### src/rtl/clk_mon_pkg.sv
// clk_mon_pkg
//   Shared definitions for the clock period monitor: the measurement FSM
//   state type and the bit positions of the sticky fault flags.
package clk_mon_pkg;

  typedef enum logic [1:0] {
    IDLE = 2'd0,
    ARM  = 2'd1,
    HIGH = 2'd2,
    LOW  = 2'd3
  } mon_state_t;

  localparam int FLT_RANGE = 0;
  localparam int FLT_STUCK = 1;

endpackage

### src/rtl/sync_edge_det.sv
// sync_edge_det
//   Brings an asynchronous level into the CLK domain through two flops and
//   keeps one extra history flop so single-cycle edge strobes can be formed.
// Ports:
//   CLK    in  sampling clock
//   RST_N  in  asynchronous active-low reset
//   din    in  asynchronous input level
//   rise   out one-cycle strobe, synchronized level went 0 -> 1
//   fall   out one-cycle strobe, synchronized level went 1 -> 0
//   level  out synchronized level
module sync_edge_det (
  input  logic CLK,
  input  logic RST_N,
  input  logic din,
  output logic rise,
  output logic fall,
  output logic level
);

  logic s1;
  logic s2;
  logic s3;

  // s1/s2 form the metastability chain; s3 is the previous value of s2.
  always_ff @(posedge CLK or negedge RST_N) begin
    if (!RST_N) begin
      s1 <= 1'b0;
      s2 <= 1'b0;
      s3 <= 1'b0;
    end else begin
      s1 <= din;
      s2 <= s1;
      s3 <= s2;
    end
  end

  assign rise  = s2 & ~s3;
  assign fall  = ~s2 & s3;
  assign level = s2;

endmodule

### src/rtl/clk_period_monitor.sv
// clk_period_monitor
//   Measures the high and low phase lengths of a free-running square wave
//   (SIG_IN) in CLK cycles, publishes each complete period with a VALID
//   strobe, range-checks it, raises sticky range/stuck faults and reports
//   LOCKED after LOCK_N consecutive in-range periods.
// Ports:
//   CLK        in  sampling clock
//   RST_N      in  asynchronous active-low reset
//   SIG_IN     in  monitored waveform (asynchronous)
//   CLR_FAULT  in  clears both sticky fault bits
//   HI_CNT     out last high-phase length
//   LO_CNT     out last low-phase length
//   VALID      out one-cycle strobe when HI_CNT/LO_CNT update
//   FAULT      out sticky flags, bit0 range, bit1 stuck
//   LOCKED     out stable-period indicator
//   PER_CNT    out HI_CNT + LO_CNT (only with CLK_PERIOD_MON_TOTAL_EN)
// Build option:
//   CLK_PERIOD_MON_TOTAL_EN adds the PER_CNT output and its adder.
module clk_period_monitor
  import clk_mon_pkg::*;
#(
  parameter int CNT_W  = 16,
  parameter int MIN_HI = 2,
  parameter int MAX_HI = 1000,
  parameter int MIN_LO = 2,
  parameter int MAX_LO = 1000,
  parameter int LOCK_N = 4
) (
  input  logic             CLK,
  input  logic             RST_N,
  input  logic             SIG_IN,
  input  logic             CLR_FAULT,
  output logic [CNT_W-1:0] HI_CNT,
  output logic [CNT_W-1:0] LO_CNT,
  output logic             VALID,
  output logic [1:0]       FAULT,
  output logic             LOCKED
`ifdef CLK_PERIOD_MON_TOTAL_EN
  ,
  output logic [CNT_W:0]   PER_CNT
`endif
);

  localparam int LW = $clog2(LOCK_N + 1);

  localparam logic [CNT_W-1:0] CNT_MAX  = '1;
  localparam logic [CNT_W-1:0] CNT_PRE  = {{(CNT_W-1){1'b1}}, 1'b0};
  localparam logic [CNT_W-1:0] MIN_HI_C = CNT_W'(MIN_HI);
  localparam logic [CNT_W-1:0] MAX_HI_C = CNT_W'(MAX_HI);
  localparam logic [CNT_W-1:0] MIN_LO_C = CNT_W'(MIN_LO);
  localparam logic [CNT_W-1:0] MAX_LO_C = CNT_W'(MAX_LO);
  localparam logic [LW-1:0]    LOCK_C   = LW'(LOCK_N);

  logic             rise;
  logic             fall;
  logic             sync_level_unused;
  logic [CNT_W-1:0] cnt;
  logic [CNT_W-1:0] hi_tmp;
  logic [LW-1:0]    lock_cnt;
  logic [LW-1:0]    lock_nxt;
  logic [1:0]       fault_nxt;
  mon_state_t       state;
  logic             sat_hit;
  logic             period_end;
  logic             in_range;
  logic             range_evt;

  // The FSM works purely from edge strobes; the synchronized level itself
  // is not needed here.
  sync_edge_det u_sync (
    .CLK   (CLK),
    .RST_N (RST_N),
    .din   (SIG_IN),
    .rise  (rise),
    .fall  (fall),
    .level (sync_level_unused)
  );

  // Phase counter: restarts at 1 on every edge so a phase of N cycles
  // reads N in the cycle its closing edge is seen; saturates at all-ones.
  always_ff @(posedge CLK or negedge RST_N) begin
    if (!RST_N) begin
      cnt <= CNT_W'(1);
    end else if (rise | fall) begin
      cnt <= CNT_W'(1);
    end else if (cnt != CNT_MAX) begin
      cnt <= cnt + CNT_W'(1);
    end
  end

  // Stuck is the single event of the counter stepping into saturation, so
  // the edge that finally ends a stuck phase is still seen by IDLE.
  always_comb begin
    sat_hit    = !(rise | fall) && (cnt == CNT_PRE);
    period_end = (state == LOW) && rise;
    in_range   = (hi_tmp >= MIN_HI_C) && (hi_tmp <= MAX_HI_C) &&
                 (cnt >= MIN_LO_C) && (cnt <= MAX_LO_C);
    range_evt  = period_end && !in_range;

    fault_nxt = CLR_FAULT ? 2'b00 : FAULT;
    if (range_evt) fault_nxt[FLT_RANGE] = 1'b1;
    if (sat_hit)   fault_nxt[FLT_STUCK] = 1'b1;

    lock_nxt = lock_cnt;
    if (range_evt || sat_hit) begin
      lock_nxt = '0;
    end else if (period_end && lock_cnt != LOCK_C) begin
      lock_nxt = lock_cnt + LW'(1);
    end
  end

  // Measurement FSM with registered outputs. IDLE waits for a fall so any
  // partial high phase at reset release (or after a stuck event) is dropped.
  always_ff @(posedge CLK or negedge RST_N) begin
    if (!RST_N) begin
      state    <= IDLE;
      hi_tmp   <= '0;
      HI_CNT   <= '0;
      LO_CNT   <= '0;
      VALID    <= 1'b0;
      FAULT    <= 2'b00;
      lock_cnt <= '0;
      LOCKED   <= 1'b0;
    end else begin
      VALID    <= 1'b0;
      FAULT    <= fault_nxt;
      lock_cnt <= lock_nxt;
      LOCKED   <= (lock_nxt == LOCK_C);
      if (sat_hit) begin
        state <= IDLE;
      end else begin
        case (state)
          IDLE: if (fall) state <= ARM;
          ARM:  if (rise) state <= HIGH;
          HIGH: begin
            if (fall) begin
              state  <= LOW;
              hi_tmp <= cnt;
            end
          end
          LOW: begin
            if (rise) begin
              state  <= HIGH;
              HI_CNT <= hi_tmp;
              LO_CNT <= cnt;
              VALID  <= 1'b1;
            end
          end
          default: state <= IDLE;
        endcase
      end
    end
  end

`ifdef CLK_PERIOD_MON_TOTAL_EN
  // Period total, updated alongside HI_CNT/LO_CNT.
  always_ff @(posedge CLK or negedge RST_N) begin
    if (!RST_N) begin
      PER_CNT <= '0;
    end else if (period_end && !sat_hit) begin
      PER_CNT <= {1'b0, hi_tmp} + {1'b0, cnt};
    end
  end
`endif

endmodule
### config.mk
export PLATFORM = sky130hd
export DESIGN_NAME = clk_period_monitor
export DESIGN_NICKNAME = d
export VERILOG_FILES = /design/src/rtl/clk_mon_pkg.sv /design/src/rtl/sync_edge_det.sv /design/src/rtl/clk_period_monitor.sv
export SDC_FILE = /design/constraint.sdc
export NUM_CORES = 1
export LEC_CHECK = 0
export BUFFER_PORTS_ARGS = -buffer_cell sky130_fd_sc_hd__buf_2
export CAP_MARGIN = 20
export CORE_MARGIN = 10
export CORE_UTILIZATION = 44
export CTS_BUF_LIST = sky130_fd_sc_hd__clkbuf_16
export DETAILED_ROUTE_END_ITERATION = 10
export SLEW_MARGIN = 20
export SYNTH_ARGS = -nofsm -noshare
export SYNTH_HDL_FRONTEND = slang
export SYNTH_SLANG_ARGS = --single-unit
### constraint.sdc
create_clock -name CLK -period 2.1 [get_ports CLK]
set_input_delay 0 -clock CLK [delete_from_list [all_inputs] [get_ports CLK]]
set_output_delay 0 -clock CLK [all_outputs]
set_load 0.01 [all_outputs]
==> summary.md, run 1 <==
Setup path
• ha_1 > inv_1 > or3_1 > nor3_1 > xor2_1 > and2_1 — cell chain of the critical path
• 580 ps — CP peak stage delay
• 2330 ps — required time worst endpoint
• flip-flop to flip-flop — worst setup path category
• cnt[0]$_DFFE_PN1P_ — critical register-to-register path startpoint
• flip-flop — critical path endpoint category
• 5 — maximum net fanout on the critical path
• flip-flop — Critical Path Start Type
• cnt[0]$_DFFE_PN1P_ — Worst Setup SP
• dfstp_2 — highest-delay cell along the critical path
• 2030 ps — CP arrival

Place
• 3840 um^2 — dpl cell area
• 486 — placed cell count
• 5390 um — estimated wirelength of the detail-placed design
• 298 ps — Setup WS pre-CTS
• 0.803 — weighted congestion reported at the end of routability-driven placement
• 39 — IO buf count

Synth
• 55.8% — sequential area share after synthesis
• 55.0% — share of the synthesized area in the top cell type
• 100% — proportion of synthesized flip-flops having asynchronous set or reset
• 3410 um^2 — area of the mapped netlist
• 10.1 um^2 — average instance area after synthesis
• 76 — total of flip-flops plus latches after synthesis
• 350 — net count of the mapped netlist
• 0 — Warnings, synthesis
• 0 — number of enable flip-flop cells after synthesis
• dfrtp_1, nand2_1, mux2_2 — synth top area cells
• nand2_1, dfrtp_1, inv_1, mux2_2, and2_1 — list of most frequent post-synthesis cells
• nand2_1 — most common cell in the synthesized netlist
• 39 — count of distinct cell types in the synthesized netlist
• dfrtp_1 — top_reg_cell synth
• 339 — cell count after synthesis
• dfrtp_1 — top cell type by total area after synthesis

Layout
• 54.6% — utilization of the core after routing
• 22.4% — P&R area growth vs syn
• 4170 um^2 — post-layout instance area
• 0 — diode insertion count for antenna repair
• 409 — Final Net Count
• 505 — filler-free cell count of the finished design
• 24.6% — share of layout cells above drive strength 1

Timing
• 0.553 GHz — maximum operating frequency
• 0 — number of max-slew violations in the final report
• 0 — Finish-stage setup viols
• 0 — Hold Fails Final Rpt
• 293 ps — final setup slack of the worst path
• 1810 ps — crit path time final
• 8.59 ps — clock tree skew after final layout
• 71.7% — Relative slew margins
• 86.0% — period utilization
• 0 ps — sum of negative setup slack
• 424 ps — pin slew with the least headroom to its limit
• false — RSZ-0062 raised after global routing
• 155 ps — Worst Hold Slack

Die
• 108 um — width of the die
• 11700 um^2 — area of the die
• 40 — io pins
• 44.6% — initial standard-cell utilization of the core
• 108 um — overall die height
• 7650 um^2 — area of the core
• 32 — Row Count

GRT
• 46 — pin count of the biggest net entering global routing
• 13.7% — total routing resource utilization after global routing
• 3.27% — GR Util met3
• 0 — initial antenna violation count
• met2 — most congested layer reported by global routing
• 12800 um — first-pass GRT wire length
• 18.9% — met1 track demand over resource
• 2589 — vias in the first global route
• 19.8% — met2 track demand over resource in global routing
• 0 — grt ovf

Drt
• 4 — number of detailed-routing iterations run before antenna repair
• 5.06 — via count normalized by instance count
• 0 — residual DRC count
• 0 — DRT antenna net count
• 2557 — via count of the routed design
• 126 — Initial DRC Count
• 14.8 um — Routed wire per std cell
• 7480 um — total wirelength of the detailed-routed design

Clock tree
• 3 — H-tree levels
• clkbuf_16 — master cell of the clock root buffer
• 9 — number of buffers created by CTS
• 76 — clk sink count
• 330 ps — worst skew pair latency
• 60 ps — clock-pin transition on the worst setup and hold timing paths
• 0 — post-cts sizing count
• yes — TritonCTS clock tree
• 2 — number of buffers on the longest clock path
• 0 — post-CTS setup buffer count

Power
• 3.72 mW — total power
• 892 nW/um^2 — ratio of total power to cell area
• 0.000424 V — Worst VDD drop
• 2.26 nW — LEAKAGE

Outcome
• finished, final reports clean — outcome

Flow run
• 0 — max-cap viol count

Hold path
• primary input to async pin — Worst Hold Class

[layout by cell type (no fill, tap or decap), types with 6 or more instances in the layout]
master       n
mux2_2      13
inv_1       13
nand2_1    104
xor2_1       9
dfrtp_1     75
clkbuf_16    9
nand3_1      6
and2_1      12
o21ai_0      9
nor4_1       6
nor2_1      10
nor3_1       7
ha_1         7
buf_4       23
buf_2       38
a31oi_1      6
[routing by layer]
| metal | share of wire [%] | vias up | wire, um |
|---|---|---|---|
| met4 | 2.0 | 0 | 146 |
| met1 | 49 | 1243 | 3690 |
| li1 | - | 1254 | - |
| met3 | 5.1 | 10 | 383 |
| met2 | 44 | 50 | 3270 |
| met5 | 0 | - | 0 |
[power breakdown]
group	switching (mW)	internal (mW)
clock	0.620	0.923
combinational	0.297	0.202
sequential	0.0947	1.59
total	1.01	2.71
[worst paths after layout]
kind,endpoint,slack [ps],cells past startpoint
setup reg to reg,cnt[10]$_DFFE_PN0P_,290,6
hold / removal,HI_CNT[6]$_DFFE_PN0P_,160,2
min in group CLK,u_sync.s1$_DFF_PN0_,310,2
max in group asynchronous,hi_tmp[8]$_DFFE_PN0P_,1370,3
setup / recovery,cnt[10]$_DFFE_PN0P_,290,6
hold reg to reg,u_sync.level$_DFF_PN0_,350,0
[cell type report]
cell class / instances / area (um^2)
fill: 718 / 3470
sequential: 76 / 1900
multi-input combinational: 233 / 1380
timing repair buffer: 65 / 413
clock buffer: 9 / 225
tap: 102 / 128
clock inverter: 7 / 77.6
inverter: 13 / 48.8
[cells by family after synthesis]
kind of cell | Yosys count | synth area share, %
AND/OR/NAND/NOR | 166 | 22.7
flip-flops | 76 | 55.8
AO/OA/AOI/OAI | 32 | 6.90
buffers and inverters | 30 | 3.78
multiplexers | 15 | 4.88
XOR/XNOR | 13 | 3.34
adder cells (fa/ha/maj) | 7 | 2.57
[repair_timing]
action	CTS	global route
hold buffers	3	0
endpoints found under the hold margin	34	0
setup endpoints to repair	0	0
[state kept, by name (all words and copies together), names as in the netlist]
name,flops
u_sync.s1,1
u_sync.level,1
state,2
hi_tmp,16
FAULT,2
cnt,16
LOCKED,1
LO_CNT,16
HI_CNT,16
VALID,1
lock_cnt,3
u_sync.s3,1
[worst max-delay path: cells and delay by family (launching register included)]
kind / cells / cell delay (ps)
xor gates and xnor gates: 1 / 90
and+or+nand+nor: 3 / 790
buffers and inverters: 1 / 60
adders and majority gates: 1 / 180
DFF: 1 / 580
Note: power is estimated with default switching activity, not from simulation.
==> inputs of run 2 (changes only) <==
==> constraint.sdc (replaced) <==
create_clock -name CLK -period 2.1 [get_ports CLK]
set_input_delay 0.63 -clock CLK [delete_from_list [all_inputs] [get_ports CLK]]
set_output_delay 0.63 -clock CLK [all_outputs]
set_load 0.01 [all_outputs]
==> summary.md, run 2 (synthesis gave the netlist of run 1 again) <==
Drt
• 93 — Initial DRC Count, was 126
• 0 — DRT antenna net count, unchanged
• 0 — residual DRC count, unchanged
• 15.0 um — Routed wire per std cell, was 14.8 um
• 4.94 — via count normalized by instance count, was 5.06
• 7570 um — total wirelength of the detailed-routed design, was 7480 um
• 4 — number of detailed-routing iterations run before antenna repair, unchanged
• 2490 — via count of the routed design, was 2557

Die
• 108 um — overall die height, unchanged
• 40 — io pins, unchanged
• 7650 um^2 — area of the core, unchanged
• 108 um — width of the die, unchanged
• 32 — Row Count, unchanged
• 11700 um^2 — area of the die, unchanged
• 44.6% — initial standard-cell utilization of the core, unchanged

Timing
• 382 ps — pin slew with the least headroom to its limit, was 424 ps
• 0 — Hold Fails Final Rpt, unchanged
• 0 — number of max-slew violations in the final report, unchanged
• false — RSZ-0062 raised after global routing, unchanged
• 74.5% — Relative slew margins, was 71.7%
• 117 ps — Worst Hold Slack, was 155 ps
• 1810 ps — crit path time final, about the same
• 0.553 GHz — maximum operating frequency, about the same
• 0 — Finish-stage setup viols, unchanged
• 0 ps — sum of negative setup slack, unchanged
• 4.76 ps — clock tree skew after final layout, was 8.59 ps
• 86.2% — period utilization, was 86.0%

GRT
• 13.9% — total routing resource utilization after global routing, was 13.7%
• 49 — pin count of the biggest net entering global routing, was 46
• 12800 um — first-pass GRT wire length, about the same
• 0 — grt ovf, unchanged
• 2544 — vias in the first global route, was 2589
• 0 — initial antenna violation count, unchanged

Layout
• 712 — Fill cells, was 718
• nand2_1, dfrtp_1, buf_2 — highest-count cells in the layout ignoring fill and taps, unchanged
• 4170 um^2 — post-layout instance area, unchanged
• 0 — diode insertion count for antenna repair, unchanged
• 22.4% — P&R area growth vs syn, unchanged
• 24.9% — share of layout cells above drive strength 1, was 24.6%
• nand2_1 — leading cell type in the layout, fill and taps excluded, unchanged
• 408 — Final Net Count, was 409
• 54.6% — utilization of the core after routing, unchanged

Power
• 2.27 nW — LEAKAGE, was 2.26 nW
• 0.000499 V — Worst VDD drop, was 0.000424 V
• 3.81 mW — total power, was 3.72 mW
• 914 nW/um^2 — ratio of total power to cell area, was 892 nW/um^2

Setup path
• ha_1 > inv_1 > or3_1 > nor3_1 > xor2_1 > and2_1 — cell chain of the critical path, unchanged
• 5 — maximum net fanout on the critical path, unchanged
• 6 — Worst Reg2Reg Path Length in Cells, unchanged
• flip-flop to flip-flop — worst setup path category, unchanged
• 2380 ps — required time worst endpoint, was 2330 ps
• 290 ps — Register-to-Register Setup Slack, about the same
• dfstp_2 — highest-delay cell along the critical path, unchanged
• flip-flop — critical path endpoint category, unchanged
• 570 ps — CP peak stage delay, was 580 ps
• flip-flop — Critical Path Start Type, unchanged
• simple AND/OR/NAND/NOR gates — cell family contributing the most delay on the critical path, unchanged
• cnt[0]$_DFFE_PN1P_ — critical register-to-register path startpoint, unchanged
• 1 — Critical path buffers and inverters, unchanged
• cnt[10]$_DFFE_PN0P_ — Worst R2R End, unchanged
• 2090 ps — CP arrival, was 2030 ps

Clock tree
• 76 — clk sink count, unchanged
• clkbuf_16 — master cell of the clock root buffer, unchanged
• 0 — hold buffers post-CTS, was 3
• 9 — number of buffers created by CTS, unchanged
• 3 — H-tree levels, unchanged
• yes — TritonCTS clock tree, unchanged
• 2 — number of buffers on the longest clock path, unchanged
• 0 — post-CTS setup buffer count, unchanged
• 60 ps — clock-pin transition on the worst setup and hold timing paths, about the same
• 0 — post-cts sizing count, unchanged
• 340 ps — worst skew pair latency, was 330 ps

Place
• 3850 um^2 — dpl cell area, was 3840 um^2
• 39 — IO buf count, unchanged
• 5410 um — estimated wirelength of the detail-placed design, was 5390 um
• 0.822 — weighted congestion reported at the end of routability-driven placement, was 0.803

Flow run
• 0 — max-cap viol count, unchanged

Outcome
• finished, final reports clean — outcome, unchanged

Hold path
• primary input to async pin — Worst Hold Class, unchanged

## run 2: area by class of cell
class                           count  area (um^2)  share of cell area [%]
Clock buffer                        9          225                    5.40
Multi-Input combinational cell    233         1380                    33.0
Sequential cell                    76         1900                    45.6
Timing Repair Buffer               64          398                    9.54
Clock inverter                      7         92.6                    2.22
Tap cell                          102          128                    3.06
Inverter                           13         48.8                    1.17
## run 2: per-layer routing
metal / track usage (%) / wire (um) / vias to the layer above / share of wire (%)
li1: - / - / 1249 / -
met1: 19.1 / 3790 / 1188 / 50
met3: 3.15 / 363 / 13 / 4.8
met2: 20.2 / 3260 / 40 / 43
met5: 0 / 0 / - / 0
met4: 6.87 / 157 / 0 / 2.1
## run 2: worst register-to-register path: cells and delay by family, from the launching register on
kind          cells  cell delay (ps)
flops             1              570
xor+xnor          1              170
simple gates      3              780
buf+inv           1               60
fa+ha+maj         1              170
## run 2: stage by stage
| step | cells | setup WS (ps) |
|---|---|---|
| 2_1_floorplan | 339 | 414 |
| 3_3_place_gp | 488 | 331 |
| 3_5_place_dp | 488 | 294 |
| 4_1_cts | 504 | 282 |
| 5_1_grt | 504 | 113 |
| 6_report | 504 | 291 |
## run 2: worst max-delay path by stage
stage	from	end	slack, ps	cells past startpoint
2_1_floorplan	cnt[0]$_DFFE_PN1P_	cnt[12]$_DFFE_PN0P_	410	6
3_3_place_gp	cnt[0]$_DFFE_PN1P_	cnt[8]$_DFFE_PN0P_	330	5
3_5_place_dp	u_sync.s3$_DFF_PN0_	lock_cnt[1]$_DFF_PN0_	290	7
4_1_cts	u_sync.s3$_DFF_PN0_	lock_cnt[1]$_DFF_PN0_	280	7
5_1_grt	u_sync.s3$_DFF_PN0_	lock_cnt[1]$_DFF_PN0_	110	7
6_report	cnt[0]$_DFFE_PN1P_	cnt[10]$_DFFE_PN0P_	290	6
## run 2: where the power goes
group	internal (mW)	total, mW	switching, mW
sequential	1.59	1.68	0.0937
clock	1.03	1.63	0.595
combinational	0.200	0.503	0.303
==> inputs of run 3 (changes only) <==
- ABC_AREA: unset -> 1
==> summary.md, run 3 <==
Setup path
• 10 — maximum net fanout on the critical path, was 5
• 2330 ps — required time worst endpoint, was 2380 ps
• 1990 ps — CP arrival, was 2090 ps
• flip-flop — Critical Path Start Type, unchanged
• flip-flop to flip-flop — worst setup path category, unchanged
• flip-flop — critical path endpoint category, unchanged
• cnt[0]$_DFFE_PN1P_ — critical register-to-register path startpoint, unchanged
• cnt[0]$_DFFE_PN1P_ — Worst Setup SP, unchanged

Drt
• 0 — residual DRC count, unchanged
• 2674 — via count of the routed design, was 2490
• 8070 um — total wirelength of the detailed-routed design, was 7570 um
• 4 — number of detailed-routing iterations run before antenna repair, unchanged
• 4.84 — via count normalized by instance count, was 4.94
• 0 — DRT antenna net count, unchanged
• 177 — Initial DRC Count, was 93
• 14.6 um — Routed wire per std cell, was 15.0 um

Synth
• dfrtp_1 — top cell type by total area after synthesis, unchanged
• 410 — net count of the mapped netlist, was 350
• dfrtp_1 — top_reg_cell synth, unchanged
• nand2_1, dfrtp_1, o21ai_0 — list of most frequent post-synthesis cells, was nand2_1, dfrtp_1, inv_1, mux2_2, and2_1
• 55.3% — sequential area share after synthesis, was 55.8%
• 8.63 um^2 — average instance area after synthesis, was 10.1 um^2
• dfrtp_1, nand2_1, o21ai_0 — synth top area cells, was dfrtp_1, nand2_1, mux2_2
• 3440 um^2 — area of the mapped netlist, was 3410 um^2
• nand2_1 — most common cell in the synthesized netlist, unchanged
• 29 — count of distinct cell types in the synthesized netlist, was 39
• 0 — number of enable flip-flop cells after synthesis, unchanged
• 54.5% — share of the synthesized area in the top cell type, was 55.0%
• 399 — cell count after synthesis, was 339
• 76 — total of flip-flops plus latches after synthesis, unchanged
• 0 — Warnings, synthesis, unchanged
• 100% — proportion of synthesized flip-flops having asynchronous set or reset, unchanged

Clock tree
• 76 — clk sink count, unchanged
• 0 — post-cts sizing count, unchanged
• 60 ps — clock-pin transition on the worst setup and hold timing paths, about the same
• 9 — number of buffers created by CTS, unchanged
• clkbuf_16 — master cell of the clock root buffer, unchanged
• 0 — post-CTS setup buffer count, unchanged
• 2 — number of buffers on the longest clock path, unchanged
• 3 — H-tree levels, unchanged
• yes — TritonCTS clock tree, unchanged
• 330 ps — worst skew pair latency, was 340 ps
• 0 — hold buffers post-CTS, unchanged

Power
• 2.13 nW — LEAKAGE, was 2.27 nW
• 921 nW/um^2 — ratio of total power to cell area, was 914 nW/um^2
• 0.000352 V — Worst VDD drop, was 0.000499 V

Die
• 44.8% — initial standard-cell utilization of the core, was 44.6%
• 108 um — overall die height, about the same
• 32 — Row Count, unchanged
• 7690 um^2 — area of the core, was 7650 um^2
• 11800 um^2 — area of the die, was 11700 um^2
• 40 — io pins, unchanged
• 108 um — width of the die, about the same

Timing
• 0 — Finish-stage setup viols, unchanged
• 0.568 GHz — maximum operating frequency, was 0.553 GHz
• 0 ps — sum of negative setup slack, unchanged
• 243 ps — Worst Hold Slack, was 117 ps
• 338 ps — final setup slack of the worst path, was 291 ps
• 1760 ps — crit path time final, was 1810 ps
• 430 ps — pin slew with the least headroom to its limit, was 382 ps
• 83.9% — period utilization, was 86.2%
• 0 — Hold Fails Final Rpt, unchanged
• 8.80 ps — clock tree skew after final layout, was 4.76 ps
• 0 — number of max-slew violations in the final report, unchanged
• 71.4% — Relative slew margins, was 74.5%
• false — RSZ-0062 raised after global routing, unchanged

Layout
• nand2_1, dfrtp_1, o21ai_0 — highest-count cells in the layout ignoring fill and taps, was nand2_1, dfrtp_1, buf_2
• nand2_1 — leading cell type in the layout, fill and taps excluded, unchanged
• 736 — Fill cells, was 712
• 1320 um^2 — area used by multi-input combinational logic, was 1380 um^2
• 1900 um^2 — area of all sequential standard cells, unchanged
• 19.1% — P&R area growth vs syn, was 22.4%
• 0 — diode insertion count for antenna repair, unchanged
• 18.2% — share of layout cells above drive strength 1, was 24.9%
• 457 — Final Net Count, was 408

Place
• 6060 um — estimated wirelength of the detail-placed design, was 5410 um
• 0.893 — weighted congestion reported at the end of routability-driven placement, was 0.822
• 39 — IO buf count, unchanged
• 362 ps — Setup WS pre-CTS, was 294 ps

GRT
• 0 — grt ovf, unchanged
• 55 — pin count of the biggest net entering global routing, was 49
• 13800 um — first-pass GRT wire length, was 12800 um
• 2703 — vias in the first global route, was 2544
• 14.8% — total routing resource utilization after global routing, was 13.9%
• 0 — initial antenna violation count, unchanged

Outcome
• finished, final reports clean — outcome, unchanged

Hold path
• primary input to async pin — Worst Hold Class, unchanged

Flow run
• 0 — max-cap viol count, unchanged

==> run 3: cell count changes after synthesis, sizes merged, moves of 5 or more <==
cell	previous run	this run
a31oi	6	1
and2	12	0
inv	13	48
mux2	13	1
nand2	104	118
nand3	7	12
nor2	10	46
nor4	7	1
o21ai	9	50
xor2	9	4
==> run 3: worst paths after layout <==
kind | to | slack [ps] | cells after the start
min in group CLK | u_sync.level$_DFF_PN0_ | 350 | 0
setup reg to reg | cnt[9]$_DFFE_PN0P_ | 340 | 10
setup / recovery | cnt[9]$_DFFE_PN0P_ | 340 | 10
max in group asynchronous | HI_CNT[0]$_DFFE_PN0P_ | 1230 | 2
hold / removal | LO_CNT[12]$_DFFE_PN0P_ | 240 | 1
hold reg to reg | u_sync.level$_DFF_PN0_ | 350 | 0
==> run 3: cells by family after synthesis <==
group | after synthesis | synth area share (%)
and+or+nand+nor | 191 | 24.9
DFF | 76 | 55.3
AOI/OAI and AO/OA | 62 | 9.56
buffers and inverters | 58 | 6.36
adders and majority gates | 7 | 2.54
xor gates and xnor gates | 4 | 1.02
muxes | 1 | 0.327
==> run 3: per-layer routing <==
metal,share of wire (%),global-route usage [%]
met1,47,19.2
met2,47,23.6
met3,4.7,3.57
met4,1.4,5.37
met5,0,0
==> run 3: per-stage QoR <==
stage | cell area [um^2] | power (mW) | std cells | utilization, %
floorplan | 3440 | 2.00 | 399 | -
global placement | 3790 | 2.19 | 537 | 49.4
CTS | 4100 | 3.81 | 552 | 53.3
finish | 4100 | 3.77 | 552 | 53.3
global route | 4100 | 3.97 | 552 | 53.3
detailed placement | 3790 | 2.21 | 537 | 49.4
==> run 3: critical path: stages (launching register included) <==
cell and delay (ps):
dfstp_2 550, ha_1 210, inv_1 90, nor2_4 170
nand2_2 100, nor2_4 170, nand2_4 120, nand2_4 80
nand2_1 50, nand2_1 80, nor2_2 30
==> run 3: layout make-up <==
class	instances	share of cell area, %
clock buffer	9	5.49
clock inverter	6	1.95
inverter	48	4.39
multi-input combinational	265	32.2
sequential	76	46.4
tap	102	3.11
timing repair buffer	46	6.41
==> run 3: power breakdown <==
group / switching [mW] / internal [mW] / leakage [nW]
Combinational: 0.312 / 0.181 / 0.954
Sequential: 0.0896 / 1.60 / 1.03
Clock: 0.574 / 1.02 / 0.146
